<file path="config.mk">
export PLATFORM = sky130hd
export DESIGN_NAME = dual_issue_fetch_queue
export DESIGN_NICKNAME = d
export VERILOG_FILES = /design/src/rtl/dual_issue_fetch_queue.sv
export SDC_FILE = /design/constraint.sdc
export NUM_CORES = 1
export LEC_CHECK = 0
export ABC_AREA = 1
export CAP_MARGIN = 10
export CORE_AREA = 3 3 386 197
export DETAILED_ROUTE_END_ITERATION = 12
export DIE_AREA = 0 0 389 200
export SLEW_MARGIN = 20
export SYNTH_ARGS = -nofsm -noshare
export SYNTH_HDL_FRONTEND = slang
export SYNTH_SLANG_ARGS = --single-unit
</file>
<file path="constraint.sdc">
create_clock -name i_clk -period 8.3 [get_ports i_clk]
set_clock_uncertainty 0.15 [all_clocks]
set_input_delay 1.66 -clock i_clk [delete_from_list [all_inputs] [get_ports i_clk]]
set_output_delay 1.66 -clock i_clk [all_outputs]
set_load 0.01 [all_outputs]
</file>
<file path="src/rtl/dual_issue_fetch_queue.sv">
// Instruction FIFO between dual fetch and two-lane issue: up to two pushes and two takes
// per cycle, with the two oldest entries presented in program order on the D lanes.
module dual_issue_fetch_queue #(
   parameter int unsigned DEPTH    = 8,
   parameter logic [31:0] NOP_WORD = 32'h0000_0000
) (
   input  logic                     i_clk,
   input  logic                     i_rst,
   input  logic [1:0]               i_fetch_valid,
   input  logic [31:0]              i_fetch_instr1,
   input  logic [31:0]              i_fetch_instr2,
   input  logic [31:0]              i_fetch_pc,
   output logic                     o_fetch_ready,
   input  logic [1:0]               i_issue_take,
   input  logic                     i_flush,
   output logic [31:0]              o_instruction_d1,
   output logic [31:0]              o_instruction_d2,
   output logic [31:0]              o_pc_d1,
   output logic [31:0]              o_pc_d2,
   output logic                     o_valid_d1,
   output logic                     o_valid_d2,
   output logic [$clog2(DEPTH):0]   o_count
);

   localparam int unsigned AW = $clog2(DEPTH);
   localparam int unsigned CW = AW + 1;

   logic [31:0]   r_instr [DEPTH];
   logic [31:0]   r_pc    [DEPTH];
   logic [AW-1:0] r_rd_ptr;
   logic [AW-1:0] r_wr_ptr;
   logic [CW-1:0] r_count;

   logic          w_ready;
   logic [1:0]    w_push;
   logic [1:0]    w_take_req;
   logic [1:0]    w_take;
   logic [AW-1:0] w_wr_ptr_p1;
   logic [AW-1:0] w_rd_ptr_p1;

   always_comb begin
      // Ready looks only at current occupancy; same-cycle takes are not credited.
      w_ready     = (r_count <= CW'(DEPTH - 2));
      w_push      = 2'd0;
      if (w_ready && i_fetch_valid[0]) begin
         w_push = i_fetch_valid[1] ? 2'd2 : 2'd1;
      end
      w_take_req  = i_issue_take[1] ? 2'd2 : i_issue_take;
      if (CW'(w_take_req) > r_count) begin
         w_take = r_count[1:0];
      end else begin
         w_take = w_take_req;
      end
      w_wr_ptr_p1 = r_wr_ptr + AW'(1);
      w_rd_ptr_p1 = r_rd_ptr + AW'(1);
   end

   always_ff @(posedge i_clk) begin
      if (i_rst || i_flush) begin
         r_rd_ptr <= '0;
         r_wr_ptr <= '0;
         r_count  <= '0;
      end else begin
         r_rd_ptr <= r_rd_ptr + AW'(w_take);
         r_wr_ptr <= r_wr_ptr + AW'(w_push);
         r_count  <= r_count - CW'(w_take) + CW'(w_push);
      end
   end

   // Storage is never cleared; occupancy alone decides what is visible.
   always_ff @(posedge i_clk) begin
      if (!i_rst && !i_flush && (w_push != 2'd0)) begin
         r_instr[r_wr_ptr] <= i_fetch_instr1;
         r_pc[r_wr_ptr]    <= i_fetch_pc;
         if (w_push == 2'd2) begin
            r_instr[w_wr_ptr_p1] <= i_fetch_instr2;
            r_pc[w_wr_ptr_p1]    <= i_fetch_pc + 32'd4;
         end
      end
   end

   always_comb begin
      o_fetch_ready    = w_ready;
      o_count          = r_count;
      o_valid_d1       = (r_count >= CW'(1));
      o_valid_d2       = (r_count >= CW'(2));
      o_instruction_d1 = o_valid_d1 ? r_instr[r_rd_ptr]    : NOP_WORD;
      o_pc_d1          = o_valid_d1 ? r_pc[r_rd_ptr]       : 32'd0;
      o_instruction_d2 = o_valid_d2 ? r_instr[w_rd_ptr_p1] : NOP_WORD;
      o_pc_d2          = o_valid_d2 ? r_pc[w_rd_ptr_p1]    : 32'd0;
   end

endmodule

</file>
Word level (Yosys, flattened, before mapping)
Memories as Yosys holds them, arrays and structs flattened. A register that Yosys moved wholly into a read port is not among the register bits.
Index checks and enable logic that the tools add are counted.
- word-level logic and storage cells: 39
- output and inout port bits: 135
- bits in registers: 10
- bits in writable memories: 512
- bits of input ports: 103
- memories: 2
- multiplexer cells: 15
- add/subtract/negate cells: 7
- $lt $le $gt $ge: 4
- equality and inequality tests: 1
- reduce and logical (&&, ||, !) cells: 7
- memories (name ; depth ; bits a word ; rd ports ; clocked after Yosys merged registers in ; write ports ; RTL line ; RTL):
    r_instr ; 8 ; 32 ; 2 ; 1 ; 2 ; 28 ; logic [31:0] r_instr [DEPTH];
    r_pc ; 8 ; 32 ; 2 ; 1 ; 2 ; 29 ; logic [31:0] r_pc [DEPTH];
- operators by type and width (operator ; number):
    two-way mux 32 bit ; 4
    adder 32 x 3 -> 32 bit (second input constant) ; 1
    two-way mux 2 bit ; 4
    adder 3 x 1 -> 3 bit (second input constant) ; 2
    adder 3 x 2 -> 3 bit ; 2
    two-way mux 3 bit ; 2
    two-way mux 1 bit ; 5
    adder 4 x 2 -> 4 bit ; 1
    >= comparator 4 x 1 -> 1 bit (second input constant) ; 1
    >= comparator 4 x 2 -> 1 bit (second input constant) ; 1
    greater-than comparator 2 x 4 -> 1 bit ; 1
    less-or-equal comparator 4 x 3 -> 1 bit (second input constant) ; 1
    subtractor 4 x 2 -> 4 bit ; 1
    logical AND 1 bit ; 3
    == test 2 bit (second input constant) ; 1
    logical NOT 1 bit ; 2
    nonzero test 2 bit ; 1
    logical OR 1 bit ; 1

Logic depth before layout (Yosys ltp)
- depth in word-level cells: 7
- mapped depth: 17

Worst setup path after synthesis
No wires, ideal clock.
- kind: input-to-reg
- from: in i_flush
- to: mem r_instr[0][0], enable pin
- path buffers: 1
- stages: 6
- path slack: 0.670 ns
- arrival time: 6.906 ns
- path through: nor2_2 > inv_2 > nor2_4 > buf_8 > nand3_1 > o21ai_0
- RTL lines (item ; RTL line ; RTL):
    start, declared ; 15 ; input logic i_flush,
    end, declared ; 28 ;

Worst setup path in the final report
- from: reg r_rd_ptr[1]
- to: out o_pc_d2[10]
- cells in the longest elaborated chain, start to end: 3
- ends and longest elaborated chain (item ; RTL line ; RTL):
    start, declared ; 30 ; logic [AW-1:0] r_rd_ptr;
    start signal, assigned ; 64 ; r_rd_ptr <= r_rd_ptr + AW'(w_take);
    adder 3 x 1 -> 3 bit ; 55 ; w_rd_ptr_p1 = r_rd_ptr + AW'(1);
    memory (8 x 32 bit) ; -- ;
    two-way mux 32 bit ; 90 ; o_pc_d2 = o_valid_d2 ? r_pc[w_rd_ptr_p1] : 32'd0;
    end, declared ; 19 ; output logic [31:0] o_pc_d2,
Every way passes these cells.

==> flow_summary.yaml <==
run_status:
  status: "complete, no violations"
timing:
  holdWs_ns: 0.554
  fmax_ghz: 0.155
  setup_violations: 0
  worst_pin_slew_ns: 1.15
  fin_setup_tns_ns: 0
  maxSlewViolCount: 0
  rsz0062_at_grt: "false"
  hold_viol: 0
  slew_headroom_pct: 23.6
  fin_crit_ns: 6.45
  setup_ws_ns: 1.85
  period_share_pct: 77.7
routing:
  drt-initial-drc-count: 2886
  postRouteAntennaNets: 0
  drt-vias-per-instance: 5.68
  via_count: 30279
  drc_errors: 0
  dr.pass1.iters: 8
  drt_wl_total_mm: 111
  routedWlPerCell_um: 20.9
clock_network:
  cts_made_buffers: 52
  cts_resized: 0
  root_buffer: "clkbuf_16"
  clk_pin_slew_ns: 0.07
  clock_path_buffers: 3
  htree_levels: 2
  clk_latency_ns: 0.61
  clock_sinks: 522
  ctsHoldBuffers: 0
  cts_tree: "built"
  post_cts_buffers: 0
final_layout:
  nets: 4432
  drive_gt1_share_pct: 5.45
  syn_to_final_growth_pct: 12.9
  final_area_um2: 37000
  n_fill_cell: 6878
grt:
  track_usage_pct: 27.6
  antenna_found_initial: 3
  grt_max_degree: 231
  grt_pass1_wl_mm: 166
  first_global_vias: 28655
  grt_overflow: 0
synthesis:
  yosys.area_share.adder_pct: 0.778
  synth_edf_count: 512
  ys_seq_area_share_pct: 47.5
  synth.top_cell.area_share_pct: 46.9
  yosysUniqueCellTypes: 34
  async_flop_share_pct: 0
  yosys-top-cells-count: "1,442 x nand2_1, 527 x o21ai_0, 512 x edfxtp_1"
  synthXorXnorAreaFrac_pct: 0.732
  synth-compound-area-share_pct: 16.1
  syn_avg_cell_area_um2: 7.56
  ys.flop_type: "edfxtp_1"
  synthCells: 4336
  yosysTopAreaCell: "edfxtp_1"
  syn-cell-area_um2: 32800
  synth-seq-cells: 522
  ys_warn_count: 0
  yosysMostFrequentCell: "nand2_1"
  synthSimpleGateAreaFrac_pct: 27.3
  synth_top_family_by_area: "simple AND/OR/NAND/NOR gates"
  syn_nets: 4457
  synthMuxAreaShare_pct: 0
  synthTopCellsByArea: "edfxtp_1 47%, nand2_1 17%, o21ai_0 8.0%, a21oi_1 5.0%, nor2_1 4.4%"
place:
  dp_hpwl_mm: 64.0
  dp_slack_ns: 2.39
  gp_congestion: 0.881
  place_area_um2: 35300
  port_buffers: 237
setup_path:
  endpoint: "o_pc_d2[10]"
  endpoint_kind: "primary output"
  max_stage_delay_ns: 1.00
  worstSetupPathType: "reg -> out"
  cp.depth: 8
  worstPathRequired_ns: 6.49
  worstPathArrival_ns: 4.64
  start_kind: "flop"
  rrSetupSlack_ns: 4.09
  r2r_end: "r_instr[4][15]"
  worstPathCellList: "ha_2, inv_6, buf_4, o211ai_1, nand3_1, nand2_1, nor2_1, clkdlybuf4s50_1"
  worstReg2RegStart: "r_wr_ptr[0]"
  slowest_stage: "dfxtp_4"
  path_buf_inv: 3
  ff2ff_path_depth: 7
  crit_fanout: 113
  startpoint: "r_rd_ptr[1]"
  crit_family: "buffers and inverters"
power:
  switching_share_pct: 39.3
  clockPowerShare_pct: 24.7
  powerDensity_nw_per_um2: 266
  seq_power_share_pct: 30.9
  power.total_mw: 9.86
  internal_power_mw: 5.99
  power.switching_mw: 3.87
  vdd_ir_drop_max_v: 0.000253
  combPwrFrac_pct: 44.4
  leakagePower_nw: 14.7
floorplan:
  ioPinCount: 238
  die_width_um: 389
  start_util_pct: 45.0
  std_cell_rows: 70
  die-area_um2: 77800
  die_h_um: 200
  core_um2: 72900
worst_hold_path:
  min_path_type: "reg -> reg"
  hold_path_depth: 2
flow_run:
  maxCapViolCount: 0
==> worst min-delay path: stages (launching register included) <==
cell	delay [ns]
dfxtp_1	0.42
xor2_1	0.19
nor2_1	0.04
==> power by group through the flow <==
stage	clock network [mW]	logic [mW]	registers, mW
final	2.43	4.38	3.05
after global placement	0	4.26	3.12
after floorplan	0	2.47	3.04
after global routing	2.56	4.75	3.05
after CTS	2.45	4.34	3.07
after detailed placement	0	4.33	3.12
==> how the worst min path moves through the flow <==
stage / from / end / slack [ns]
after detailed placement: r_wr_ptr[2] / r_wr_ptr[2] / 0.54
final: r_rd_ptr[2] / r_rd_ptr[2] / 0.55
after CTS: r_wr_ptr[2] / r_wr_ptr[2] / 0.55
after floorplan: r_rd_ptr[0] / r_rd_ptr[0] / 0.44
after global placement: r_rd_ptr[2] / r_rd_ptr[2] / 0.52
after global routing: r_wr_ptr[2] / r_wr_ptr[2] / 0.60
==> placed cells by master, fill, tap and decap left out, types with 127 or more instances in the layout <==
cell type / count
clkdlybuf4s50_1: 237
o211ai_1: 127
nand2_1: 1442
nand3_1: 213
inv_1: 209
a21oi_1: 325
edfxtp_1: 512
nor2_1: 388
o21ai_0: 522
==> kinds of logic (layout without fill, tap and decap cells) <==
logic type	count (synthesis)	count (layout)
compound gates	987	987
xor+xnor	24	24
fa+ha+maj	18	18
buf+inv	583	599
flops	522	522
other cells	0	3
simple gates	2202	2202
==> cell type report <==
type | instances | area [µm²] | area share, %
Timing Repair Buffer | 287 | 2880 | 7.79
Clock buffer | 70 | 1390 | 3.75
Sequential cell | 522 | 15600 | 42.1
Tap cell | 972 | 1220 | 3.28
Clock inverter | 25 | 264 | 0.713
Inverter | 217 | 837 | 2.26
Antenna cell | 3 | 7.51 | 0.0203
Multi-Input combinational cell | 3231 | 14800 | 40.1
==> stage by stage <==
step                      instances  utilization (%)
after floorplan                4336                -
after global placement         5225             48.4
after detailed placement       5227             48.4
after CTS                      5322             50.7
after global routing           5327             50.8
final                          5327             50.8
==> routing by layer <==
layer | part of all wire [%] | wire length, µm | track usage [%]
met5 | 0 | 0 | 0
met4 | 2.9 | 3240 | 10.5
met3 | 7.9 | 8780 | 3.56
met2 | 47 | 52600 | 47.2
met1 | 42 | 46700 | 36.2
==> registers in the layout, summed over array words and instances (netlist names) <==
register  cells
o_count       4
r_instr     256
r_pc        256
r_rd_ptr      3
r_wr_ptr      3
Power figures use the tool's default switching activity.
